[src/rtl/uart_pkg.sv]
// Shared types and register map for the memory-mapped UART transmitter.
package uart_pkg;

  // Transmit FSM phases; IDLE must be the reset encoding.
  typedef enum logic [1:0] {
    IDLE  = 2'd0,
    START = 2'd1,
    DATA  = 2'd2,
    STOP  = 2'd3
  } uart_tx_state_t;

  // Word indices local to the device base.
  localparam logic [29:0] REG_TXDATA  = 30'd0;
  localparam logic [29:0] REG_STATUS  = 30'd1;
  localparam logic [29:0] REG_DIVISOR = 30'd2;

  // STATUS register bit positions.
  localparam int unsigned STATUS_BUSY_BIT  = 0;
  localparam int unsigned STATUS_FULL_BIT  = 1;
  localparam int unsigned STATUS_EMPTY_BIT = 2;
  localparam int unsigned STATUS_OVF_BIT   = 3;
  localparam int unsigned STATUS_COUNT_LSB = 8;

  // A zero divisor would never end a bit, so it is promoted to one.
  function automatic logic [15:0] div_sanitize(input logic [15:0] val);
    return (val == 16'd0) ? 16'd1 : val;
  endfunction

endpackage

[src/rtl/sync_fifo.sv]
// Single-clock FIFO; head entry is readable combinationally before the pop.
module sync_fifo #(
  parameter int unsigned WIDTH = 8,
  parameter int unsigned DEPTH = 16,
  localparam int unsigned AW   = $clog2(DEPTH),
  localparam int unsigned CW   = AW + 1
) (
  input  logic             clk,
  input  logic             reset,
  input  logic             push,
  input  logic [WIDTH-1:0] push_data,
  input  logic             pop,
  output logic [WIDTH-1:0] pop_data,
  output logic             full,
  output logic             empty,
  output logic [CW-1:0]    count
);

  logic [WIDTH-1:0] mem_q [DEPTH];
  logic [AW-1:0]    wr_ptr_q, wr_ptr_d;
  logic [AW-1:0]    rd_ptr_q, rd_ptr_d;
  logic [CW-1:0]    count_q, count_d;
  logic             do_push;
  logic             do_pop;

  assign full     = (count_q == CW'(DEPTH));
  assign empty    = (count_q == '0);
  assign count    = count_q;
  assign pop_data = mem_q[rd_ptr_q];

  // A full FIFO still takes a push when the head leaves in the same cycle.
  assign do_pop  = pop && !empty;
  assign do_push = push && (!full || do_pop);

  // Pointer and occupancy next state; pointers wrap because DEPTH is a power of two.
  always_comb begin
    wr_ptr_d = wr_ptr_q;
    rd_ptr_d = rd_ptr_q;
    count_d  = count_q;
    if (do_push) wr_ptr_d = wr_ptr_q + AW'(1);
    if (do_pop)  rd_ptr_d = rd_ptr_q + AW'(1);
    if (do_push && !do_pop)      count_d = count_q + CW'(1);
    else if (do_pop && !do_push) count_d = count_q - CW'(1);
  end

  // Pointer and occupancy state.
  always_ff @(posedge clk) begin
    if (reset) begin
      wr_ptr_q <= '0;
      rd_ptr_q <= '0;
      count_q  <= '0;
    end else begin
      wr_ptr_q <= wr_ptr_d;
      rd_ptr_q <= rd_ptr_d;
      count_q  <= count_d;
    end
  end

  // Storage array; contents need no reset since occupancy gates every read.
  always_ff @(posedge clk) begin
    if (do_push) mem_q[wr_ptr_q] <= push_data;
  end

endmodule

[src/rtl/mmio_uart_tx.sv]
// Memory-mapped 8N1 UART transmitter: register decode, TX FIFO, bit-timer FSM.
module mmio_uart_tx
  import uart_pkg::*;
#(
  parameter int unsigned FIFO_DEPTH = 16,
  parameter logic [15:0] DIV_RESET  = 16'd868
) (
  input  logic        clk,
  input  logic        reset,
  input  logic [29:0] dev_addr,
  input  logic        dev_re,
  output logic [31:0] dev_rd,
  input  logic        dev_we,
  input  logic [31:0] dev_wd,
  output logic        txd,
  output logic        irq_empty
);

  localparam int unsigned CW = $clog2(FIFO_DEPTH) + 1;

  uart_tx_state_t state_q, state_d;
  logic [15:0]    divisor_q, divisor_d;
  logic [15:0]    div_cur_q, div_cur_d;
  logic [15:0]    timer_q, timer_d;
  logic [2:0]     bit_cnt_q, bit_cnt_d;
  logic [7:0]     shreg_q, shreg_d;
  logic           ovf_q, ovf_d;
  logic           txd_q, txd_d;

  logic           fifo_push;
  logic           fifo_pop;
  logic [7:0]     fifo_head;
  logic           fifo_full;
  logic           fifo_empty;
  logic [CW-1:0]  fifo_count;
  logic           busy;
  logic           wr_status;
  logic           wr_divisor;

  // Reads have no side effects and the upper write bits carry nothing.
  logic unused_ok;
  assign unused_ok = ^{dev_re, dev_wd[31:16]};

  assign fifo_push  = dev_we && (dev_addr == REG_TXDATA);
  assign wr_status  = dev_we && (dev_addr == REG_STATUS);
  assign wr_divisor = dev_we && (dev_addr == REG_DIVISOR);

  assign busy      = (state_q != IDLE);
  assign irq_empty = fifo_empty && !busy;
  assign txd       = txd_q;

  sync_fifo #(
    .WIDTH (8),
    .DEPTH (FIFO_DEPTH)
  ) u_fifo (
    .clk       (clk),
    .reset     (reset),
    .push      (fifo_push),
    .push_data (dev_wd[7:0]),
    .pop       (fifo_pop),
    .pop_data  (fifo_head),
    .full      (fifo_full),
    .empty     (fifo_empty),
    .count     (fifo_count)
  );

  // Register file next state: sticky overflow with W1C, sanitised divisor.
  always_comb begin
    ovf_d     = ovf_q;
    divisor_d = divisor_q;
    if (fifo_push && fifo_full && !fifo_pop) begin
      ovf_d = 1'b1;
    end else if (wr_status && dev_wd[STATUS_OVF_BIT]) begin
      ovf_d = 1'b0;
    end
    if (wr_divisor) divisor_d = div_sanitize(dev_wd[15:0]);
  end

  // Read mux, purely a function of address and current state.
  always_comb begin
    dev_rd = 32'd0;
    case (dev_addr)
      REG_STATUS: begin
        dev_rd[STATUS_COUNT_LSB +: 8] = 8'(fifo_count);
        dev_rd[STATUS_OVF_BIT]        = ovf_q;
        dev_rd[STATUS_EMPTY_BIT]      = fifo_empty;
        dev_rd[STATUS_FULL_BIT]       = fifo_full;
        dev_rd[STATUS_BUSY_BIT]       = busy;
      end
      REG_DIVISOR: dev_rd[15:0] = divisor_q;
      default:     dev_rd = 32'd0;
    endcase
  end

  // Frame sequencing; the head byte is popped straight into the shifter when a frame starts.
  always_comb begin
    state_d   = state_q;
    div_cur_d = div_cur_q;
    timer_d   = timer_q;
    bit_cnt_d = bit_cnt_q;
    shreg_d   = shreg_q;
    fifo_pop  = 1'b0;

    case (state_q)
      IDLE: begin
        if (!fifo_empty) begin
          fifo_pop  = 1'b1;
          shreg_d   = fifo_head;
          div_cur_d = divisor_q;
          timer_d   = divisor_q - 16'd1;
          bit_cnt_d = 3'd0;
          state_d   = START;
        end
      end
      START: begin
        if (timer_q == 16'd0) begin
          timer_d = div_cur_q - 16'd1;
          state_d = DATA;
        end else begin
          timer_d = timer_q - 16'd1;
        end
      end
      DATA: begin
        if (timer_q == 16'd0) begin
          timer_d = div_cur_q - 16'd1;
          shreg_d = {1'b0, shreg_q[7:1]};
          if (bit_cnt_q == 3'd7) begin
            state_d = STOP;
          end else begin
            bit_cnt_d = bit_cnt_q + 3'd1;
          end
        end else begin
          timer_d = timer_q - 16'd1;
        end
      end
      STOP: begin
        if (timer_q == 16'd0) begin
          if (!fifo_empty) begin
            // Back-to-back: next start bit follows the stop bit with no idle gap.
            fifo_pop  = 1'b1;
            shreg_d   = fifo_head;
            div_cur_d = divisor_q;
            timer_d   = divisor_q - 16'd1;
            bit_cnt_d = 3'd0;
            state_d   = START;
          end else begin
            state_d = IDLE;
          end
        end else begin
          timer_d = timer_q - 16'd1;
        end
      end
      default: state_d = IDLE;
    endcase
  end

  // Line level is registered from the next state so txd is glitch-free.
  always_comb begin
    txd_d = 1'b1;
    if (state_d == START)     txd_d = 1'b0;
    else if (state_d == DATA) txd_d = shreg_d[0];
  end

  // Control and datapath state.
  always_ff @(posedge clk) begin
    if (reset) begin
      state_q   <= IDLE;
      divisor_q <= DIV_RESET;
      div_cur_q <= DIV_RESET;
      timer_q   <= 16'd0;
      bit_cnt_q <= 3'd0;
      shreg_q   <= 8'd0;
      ovf_q     <= 1'b0;
      txd_q     <= 1'b1;
    end else begin
      state_q   <= state_d;
      divisor_q <= divisor_d;
      div_cur_q <= div_cur_d;
      timer_q   <= timer_d;
      bit_cnt_q <= bit_cnt_d;
      shreg_q   <= shreg_d;
      ovf_q     <= ovf_d;
      txd_q     <= txd_d;
    end
  end

endmodule

[config.mk]
export PLATFORM = sky130hd
export DESIGN_NAME = mmio_uart_tx
export DESIGN_NICKNAME = d
export VERILOG_FILES = /design/src/rtl/uart_pkg.sv /design/src/rtl/sync_fifo.sv /design/src/rtl/mmio_uart_tx.sv
export SDC_FILE = /design/constraint.sdc
export NUM_CORES = 1
export LEC_CHECK = 0
export ABC_AREA = 1
export CORE_MARGIN = 8
export CORE_UTILIZATION = 47
export DETAILED_ROUTE_END_ITERATION = 8
export GPL_TIMING_DRIVEN = 0
export PLACE_DENSITY = 0.65
export SLEW_MARGIN = 20
export SYNTH_ARGS = -nofsm -noshare
export SYNTH_HDL_FRONTEND = slang
export SYNTH_SLANG_ARGS = --single-unit
[constraint.sdc]
create_clock -name clk -period 3.3 [get_ports clk]
set_clock_uncertainty 0.2 [all_clocks]
set_input_delay 0.495 -clock clk [delete_from_list [all_inputs] [get_ports clk]]
set_output_delay 0.495 -clock clk [all_outputs]
set_load 0.01 [all_outputs]
==> results of run 1 <==
-- layout make-up --
cell class	count	area share, %
plain buffers	64	2.74
multi-input cells	885	36.1
clock inverters	8	0.856
well taps	280	2.79
inverters	91	2.76
repair buffers	76	5.89
clock buffers	33	5.53
flip-flops and latches	208	43.3
-- timing repair --
item,in CTS,in global routing
setup buffers,4,3
pin swaps,3,1
hold buffers,0,0
gates cloned,0,0
setup endpoints to repair,19,11
gates resized for setup,20,24
-- through the flow --
| stage | power [W] | hold slack, ns | setup TNS [ns] | worst slack [ns] | std cells |
|---|---|---|---|---|---|
| 2_1_floorplan | 0.00600 | 0.212 | 0 | 0.255 | 1249 |
| 3_3_place_gp | 0.00707 | 0.232 | -47.42 | -0.578 | 1593 |
| 3_5_place_dp | 0.00711 | 0.239 | -12.33 | -0.600 | 1598 |
| 4_1_cts | 0.00985 | 0.135 | 0 | 0.00142 | 1642 |
| 5_1_grt | 0.0105 | 0.180 | -0.0601 | -0.0601 | 1645 |
| 6_report | 0.00989 | 0.164 | 0 | 0.148 | 1645 |
-- worst min-delay path, stage by stage --
cell	delay (ns)
clkbuf_1	0.15
nand3_1	0.12
a21oi_1	0.06
-- synth_stat cells (all sizes together) (27+ instances only) --
library cell  instances  area, um2
a21oi                69        345
buf                  43        259
dfxtp                80       1600
edfxtp              128       3840
inv                  90        338
nand2               322       1250
nand3               153        776
nor2                121        487
nor3                 27        161
o211ai               27        203
o21ai                54        274
-- cell families after synthesis --
| kind of cell | Yosys count | share of synthesized area [%] |
|---|---|---|
| DFF | 208 | 51.9 |
| buffers and inverters | 156 | 6.52 |
| AOI/OAI and AO/OA | 174 | 9.45 |
| adders and majority gates | 21 | 2.58 |
| xor gates and xnor gates | 31 | 2.59 |
| other | 1 | 0.0358 |
| and+or+nand+nor | 643 | 26.9 |
-- per-layer routing --
layer  track usage (%)  part of all wire (%)  vias up
li1                  -                     -     4381
met1              31.1                    44     4268
met2              34.7                    44      396
met3              3.89                   9.5       45
met4              4.71                   1.9        0
met5                 0                     0        -
-- path summary, 6_finish.rpt --
path | depth (start not counted) | slack, ns | from | to
worst max-delay path | 8 | 0.15 | dev_addr[3] | dev_rd[8]
worst min-delay path | 3 | 0.16 | dev_we | divisor_q[4]
worst max register to register | 20 | 0.15 | timer_q[0] | u_fifo.count[4]
worst min register to register | 1 | 0.26 | u_fifo.rd_ptr_q[3] | u_fifo.rd_ptr_q[3]
-- power breakdown --
group	switching, W	internal, W	total (W)
sequential	0.000249	0.00301	0.00326
combinational	0.00260	0.00134	0.00394
clock	0.00106	0.00163	0.00269
-- flip-flops by register name, summed over array words and instances, names as in the netlist, 3 cells and up, named ones only --
name / cells
shreg_q: 8
u_fifo.wr_ptr_q: 4
div_cur_q: 16
u_fifo.rd_ptr_q: 4
u_fifo.count: 5
u_fifo.mem_q: 128
bit_cnt_q: 3
divisor_q: 16
timer_q: 16
==> metrics.md, run 1 <==
| Metric | Value |
|---|---|
| Std cell rows | `54` |
| WS Path Type | `input pin to output port` |
| Final hold violations | `0` |
| Yosys cell types | `45` |
| DIE WIDTH | `165 um` |
| Max Fclk | `0.317 GHz` |
| Crit path top cell by count | `clkdlybuf4s50_1` |
| Synth Instances | `1234` |
| GPL Wtd Cong | `0.914` |
| Final instance area | `12600 um2` |
| Final antenna-violating net count | `0` |
| IO Pins | `100` |
| CTS max path bufs | `3` |
| Max rail drop VDD | `0.000391 V` |
| Num CTS Buffers | `23` |
| Worst path cell trace | `clkdlybuf4s50_1 -> or2_4 -> nor3_1 -> nand3_1 -> inv_1 -> nand2_4 -> o21ai_1 -> clkdlybuf4s50_1` |
| WP data arrival | `2.46 ns` |
| CTS tree | `done` |
| Most common cell after layout, fill and taps aside | `nand2_1` |
| Via-per-instance ratio | `5.53` |
| Max-slew violations | `0` |
| Tmin final | `3.15 ns` |
| Pwr Density | `787 nW/um2` |
| Critical Path Fanout Max | `9` |
| Clock root buffer | `clkbuf_16` |
| Total Routed Length | `29900 um` |
| Critical Path End Type | `output port` |
| Initial core utilization | `47.9%` |
| Post-synth EDFFs | `128` |
| Grt total ovfl | `0` |
| Final core utilization | `57.4%` |
| Pin count of the biggest net entering global routing | `20` |
| Buffers & Inverters on Critical Path | `3` |
| CTS H-tree lvls | `1` |
| Diode count | `0` |
| Clk Latency, worst-skew pair | `0.52 ns` |
| Leakage | `5.05 nW` |
| Fillers | `2015` |
| Critical Path Max Stage Delay | `0.57 ns` |
| Rel. slew slack | `36.0%` |
| Crit-path slowest cell | `clkdlybuf4s50_1` |
| YS warnings | `0` |
| CTS clk-pin slew, worst paths | `0.06 ns` |
| First-pass GRT wire length | `46900 um` |
| DRT iter0 DRCs | `760` |
| Top FF cell, synth | `edfxtp_1` |
| Routed WL per cell | `18.2 um` |
| Clock sinks | `208` |
| Crit start category | `input pin` |
| Die area | `27300 um2` |
| Req. time, crit path | `2.60 ns` |
| Dpl hpwl | `21900 um` |
| Family with the most delay on the worst path | `buffers and inverters` |
| Multi-input gate area | `4540 um2` |
| Tcrit/Tclk final | `95.5%` |
| Initial antenna violation count | `0` |
| Reg area | `5450 um2` |
| Vias in the first global route | `8641` |
| Min-delay worst type | `input pin to register` |
| Pre-antenna DRT Iters | `5` |
| Synth Register Bits | `208` |
| Total core area | `21900 um2` |
| Vias | `9090` |
| GRT Total Usage | `22.0%` |
| Placed cell area | `11600 um2` |
| Max_cap viols | `0` |
| Area Overhead vs Synth | `19.9%` |
| Chip height | `165 um` |
| Register area share after synthesis | `51.9%` |
| Unrepaired setup endpoints after global routing | `yes` |
| Async set-reset flop share out of synthesis | `0%` |
| Syn_area_per_cell | `8.49 um2` |
| Highest-count cells in the layout ignoring fill and taps | `313 x nand2_1, 151 x nand3_1, 128 x edfxtp_1` |
| Nets | `1436` |
| Actual slew at the worst max-slew pin | `0.956 ns` |
| DRC | `0` |
| Final setup violating endpoints | `0` |
| Status | `finished, final reports clean` |
| Ratio of cells with drive above 1 in the final layout | `10.9%` |
| Mapped Area | `10500 um2` |
| IO Port Bufs | `64` |
Note: power is estimated with default switching activity, not from simulation.
==> inputs of run 2 (changes only) <==
--- a/config.mk
+++ b/config.mk
@@ -6,11 +6,12 @@
 export NUM_CORES = 1
 export LEC_CHECK = 0
 export ABC_AREA = 1
-export CORE_MARGIN = 8
+export CAP_MARGIN = 20
+export CORE_MARGIN = 2
 export CORE_UTILIZATION = 47
 export DETAILED_ROUTE_END_ITERATION = 8
 export GPL_TIMING_DRIVEN = 0
-export PLACE_DENSITY = 0.65
+export PLACE_DENSITY = 0.69
 export SLEW_MARGIN = 20
 export SYNTH_ARGS = -nofsm -noshare
 export SYNTH_HDL_FRONTEND = slang
==> run 2 against run 1 <==
Compared with the run above:
- largest power group unchanged
- highest routed layer unchanged
- hold slack lost 0.012 ns
- via count shrank 0.18%
- die area shrank 14%
- clock power shrank 3%
- power shrank 0.54%
- non-clock buffer count shrank 5
==> metrics.md, run 2 (same netlist as run 1, synthesis figures left out) <==
| Metric | Value |
|---|---|
| WS Path Type | `input pin to output port` |
| First-pass GRT wire length | `46200 um (-1.5%)` |
| Area Overhead vs Synth | `19.0%` |
| DRC | `0 (unchanged)` |
| Most common cell after layout, fill and taps aside | `nand2_1` |
| Final hold violations | `0 (unchanged)` |
| Origin of the critical flop-to-flop path | `timer_q[0]` |
| Rel. slew slack | `37.8% (+1.9 points)` |
| Req. time, crit path | `2.60 ns (about the same)` |
| Crit path top cell by count | `clkdlybuf4s50_1` |
| GRT Total Usage | `24.7% (+2.7 points)` |
| Via-per-instance ratio | `5.54 (+0.25%)` |
| Tcrit/Tclk final | `98.5% (+3.0 points)` |
| IO Port Bufs | `64 (unchanged)` |
| Max reg flops | `128 (unchanged)` |
| Vias | `9074 (-0.18%)` |
| Ratio of cells with drive above 1 in the final layout | `10.5% (-0.46 points)` |
| Critical path origin | `dev_addr[3]` |
| Crit start category | `input pin` |
| Max_cap viols | `0 (unchanged)` |
| Hold wc startpoint | `dev_we` |
| Pwr Density | `789 nW/um2 (+0.22%)` |
| Die area | `23500 um2 (-14%)` |
| Crit-path slowest cell | `clkdlybuf4s50_1` |
| Routed WL per cell | `17.9 um (-1.6%)` |
| Critical Path Fanout Max | `10 (+1)` |
| Initial antenna violation count | `1 (+1)` |
| Std cell rows | `54 (unchanged)` |
| Vias in the first global route | `8546 (-1.1%)` |
| Max Fclk | `0.308 GHz (-3.0%)` |
| DIE WIDTH | `153 um (-7.3%)` |
| Dpl hpwl | `21000 um (-4.1%)` |
| Tmin final | `3.25 ns (+0.0982 ns)` |
| Critical Path Max Stage Delay | `0.54 ns (-0.03 ns)` |
| Grt total ovfl | `0 (unchanged)` |
| Post-route setup slack | `0.0501 ns (-0.0982 ns)` |
| Most flops, register | `u_fifo.mem_q` |
| Worst path cell trace | `clkdlybuf4s50_1 -> or2_4 -> nor3_1 -> nand3_1 -> inv_1 -> nand2_4 -> buf_6 -> nor2_1 -> clkdlybuf4s50_1` |
| Num CTS Buffers | `22 (-4.3%)` |
| Status | `finished, final reports clean` |
| Worst hold slack | `0.152 ns (-0.0115 ns)` |
| Final antenna-violating net count | `0 (unchanged)` |
| Pin count of the biggest net entering global routing | `20 (unchanged)` |
| Initial core utilization | `47.9% (unchanged)` |
| CTS tree | `done` |
| Total Routed Length | `29300 um (-2.0%)` |
| Leakage | `4.90 nW (-2.9%)` |
| Final setup violating endpoints | `0 (unchanged)` |
| CTS max path bufs | `3 (unchanged)` |
| GPL Wtd Cong | `0.935 (+2.3%)` |
| Clock root buffer | `clkbuf_16` |
| Clock sinks | `208 (unchanged)` |
| CTS H-tree lvls | `1 (unchanged)` |
| Diode count | `0 (unchanged)` |
| Clk Latency, worst-skew pair | `0.53 ns (about the same)` |
| Nets | `1430 (-0.42%)` |
| Pre-antenna DRT Iters | `5 (unchanged)` |
| Highest-count cells in the layout ignoring fill and taps | `312 x nand2_1, 151 x nand3_1, 128 x edfxtp_1` |
| Pre-CTS setup slack | `-0.574 ns (+0.0256 ns)` |
| WP data arrival | `2.55 ns (+0.09 ns)` |
| Chip height | `153 um (-7.3%)` |
| Hold_buf cts | `0 (unchanged)` |
| DRT iter0 DRCs | `907 (+19%)` |
| Total core area | `21900 um2 (unchanged)` |
| IO Pins | `100 (unchanged)` |
| Min-delay worst type | `input pin to register` |
| Critical Path End Type | `output port` |
| Max-slew violations | `0 (unchanged)` |
| CTS clk-pin slew, worst paths | `0.06 ns (about the same)` |
| Max rail drop VDD | `0.000453 V (+16%)` |
| Actual slew at the worst max-slew pin | `0.927 ns (-0.0280 ns)` |
[run 2: cell type report]
type	count	area, um2
Sequential cell	208	5450
Clock buffer	27	569
Clock inverter	12	183
Buffer	64	347
Inverter	91	347
Fill cell	2012	9420
Multi-Input combinational cell	885	4530
Tap cell	280	350
Timing Repair Buffer	71	696
[run 2: through the flow]
step	instances	setup TNS [ns]	instance area (um2)	utilization, %	total power [W]
4_1_cts	1637	0	12400	56.7	0.00973
5_1_grt	1638	-0.00124	12500	57.0	0.0105
3_3_place_gp	1593	-44.10	11500	52.7	0.00706
3_5_place_dp	1595	-12.51	11600	53.0	0.00710
2_1_floorplan	1249	0	10500	-	0.00600
6_report	1638	0	12500	57.0	0.00984
[run 2: critical path, delay by kind of cell]
| kind | cells | cell delay, ns |
|---|---|---|
| AND/OR/NAND/NOR | 5 | 0.81 |
| buffers and inverters | 4 | 1.25 |
[run 2: path summary, 6_finish.rpt]
path	slack (ns)	cells past startpoint	endpoint
setup / recovery	0.05	9	dev_rd[13]
hold / removal	0.15	3	divisor_q[15]
setup reg to reg	0.22	20	u_fifo.count[4]
hold reg to reg	0.25	1	register
[run 2: routing by layer]
layer  track usage, %  part of all wire (%)
met1             35.4                    44
met2             39.6                    46
met3             3.32                   8.1
met4             6.90                   2.4
met5                0                     0
[run 2: where the power goes]
part	leakage [nW]	internal, W	total, W	switching [W]
clock	0.359	0.00155	0.00260	0.00105
sequential	1.81	0.00301	0.00326	0.000251
combinational	2.74	0.00135	0.00398	0.00262
[run 2: timing repair]
item | in CTS | in global routing
pin swaps | 2 | 2
gates resized for setup | 15 | 24
buffers inserted | 4 | 1
endpoints found under the setup margin | 19 | 15
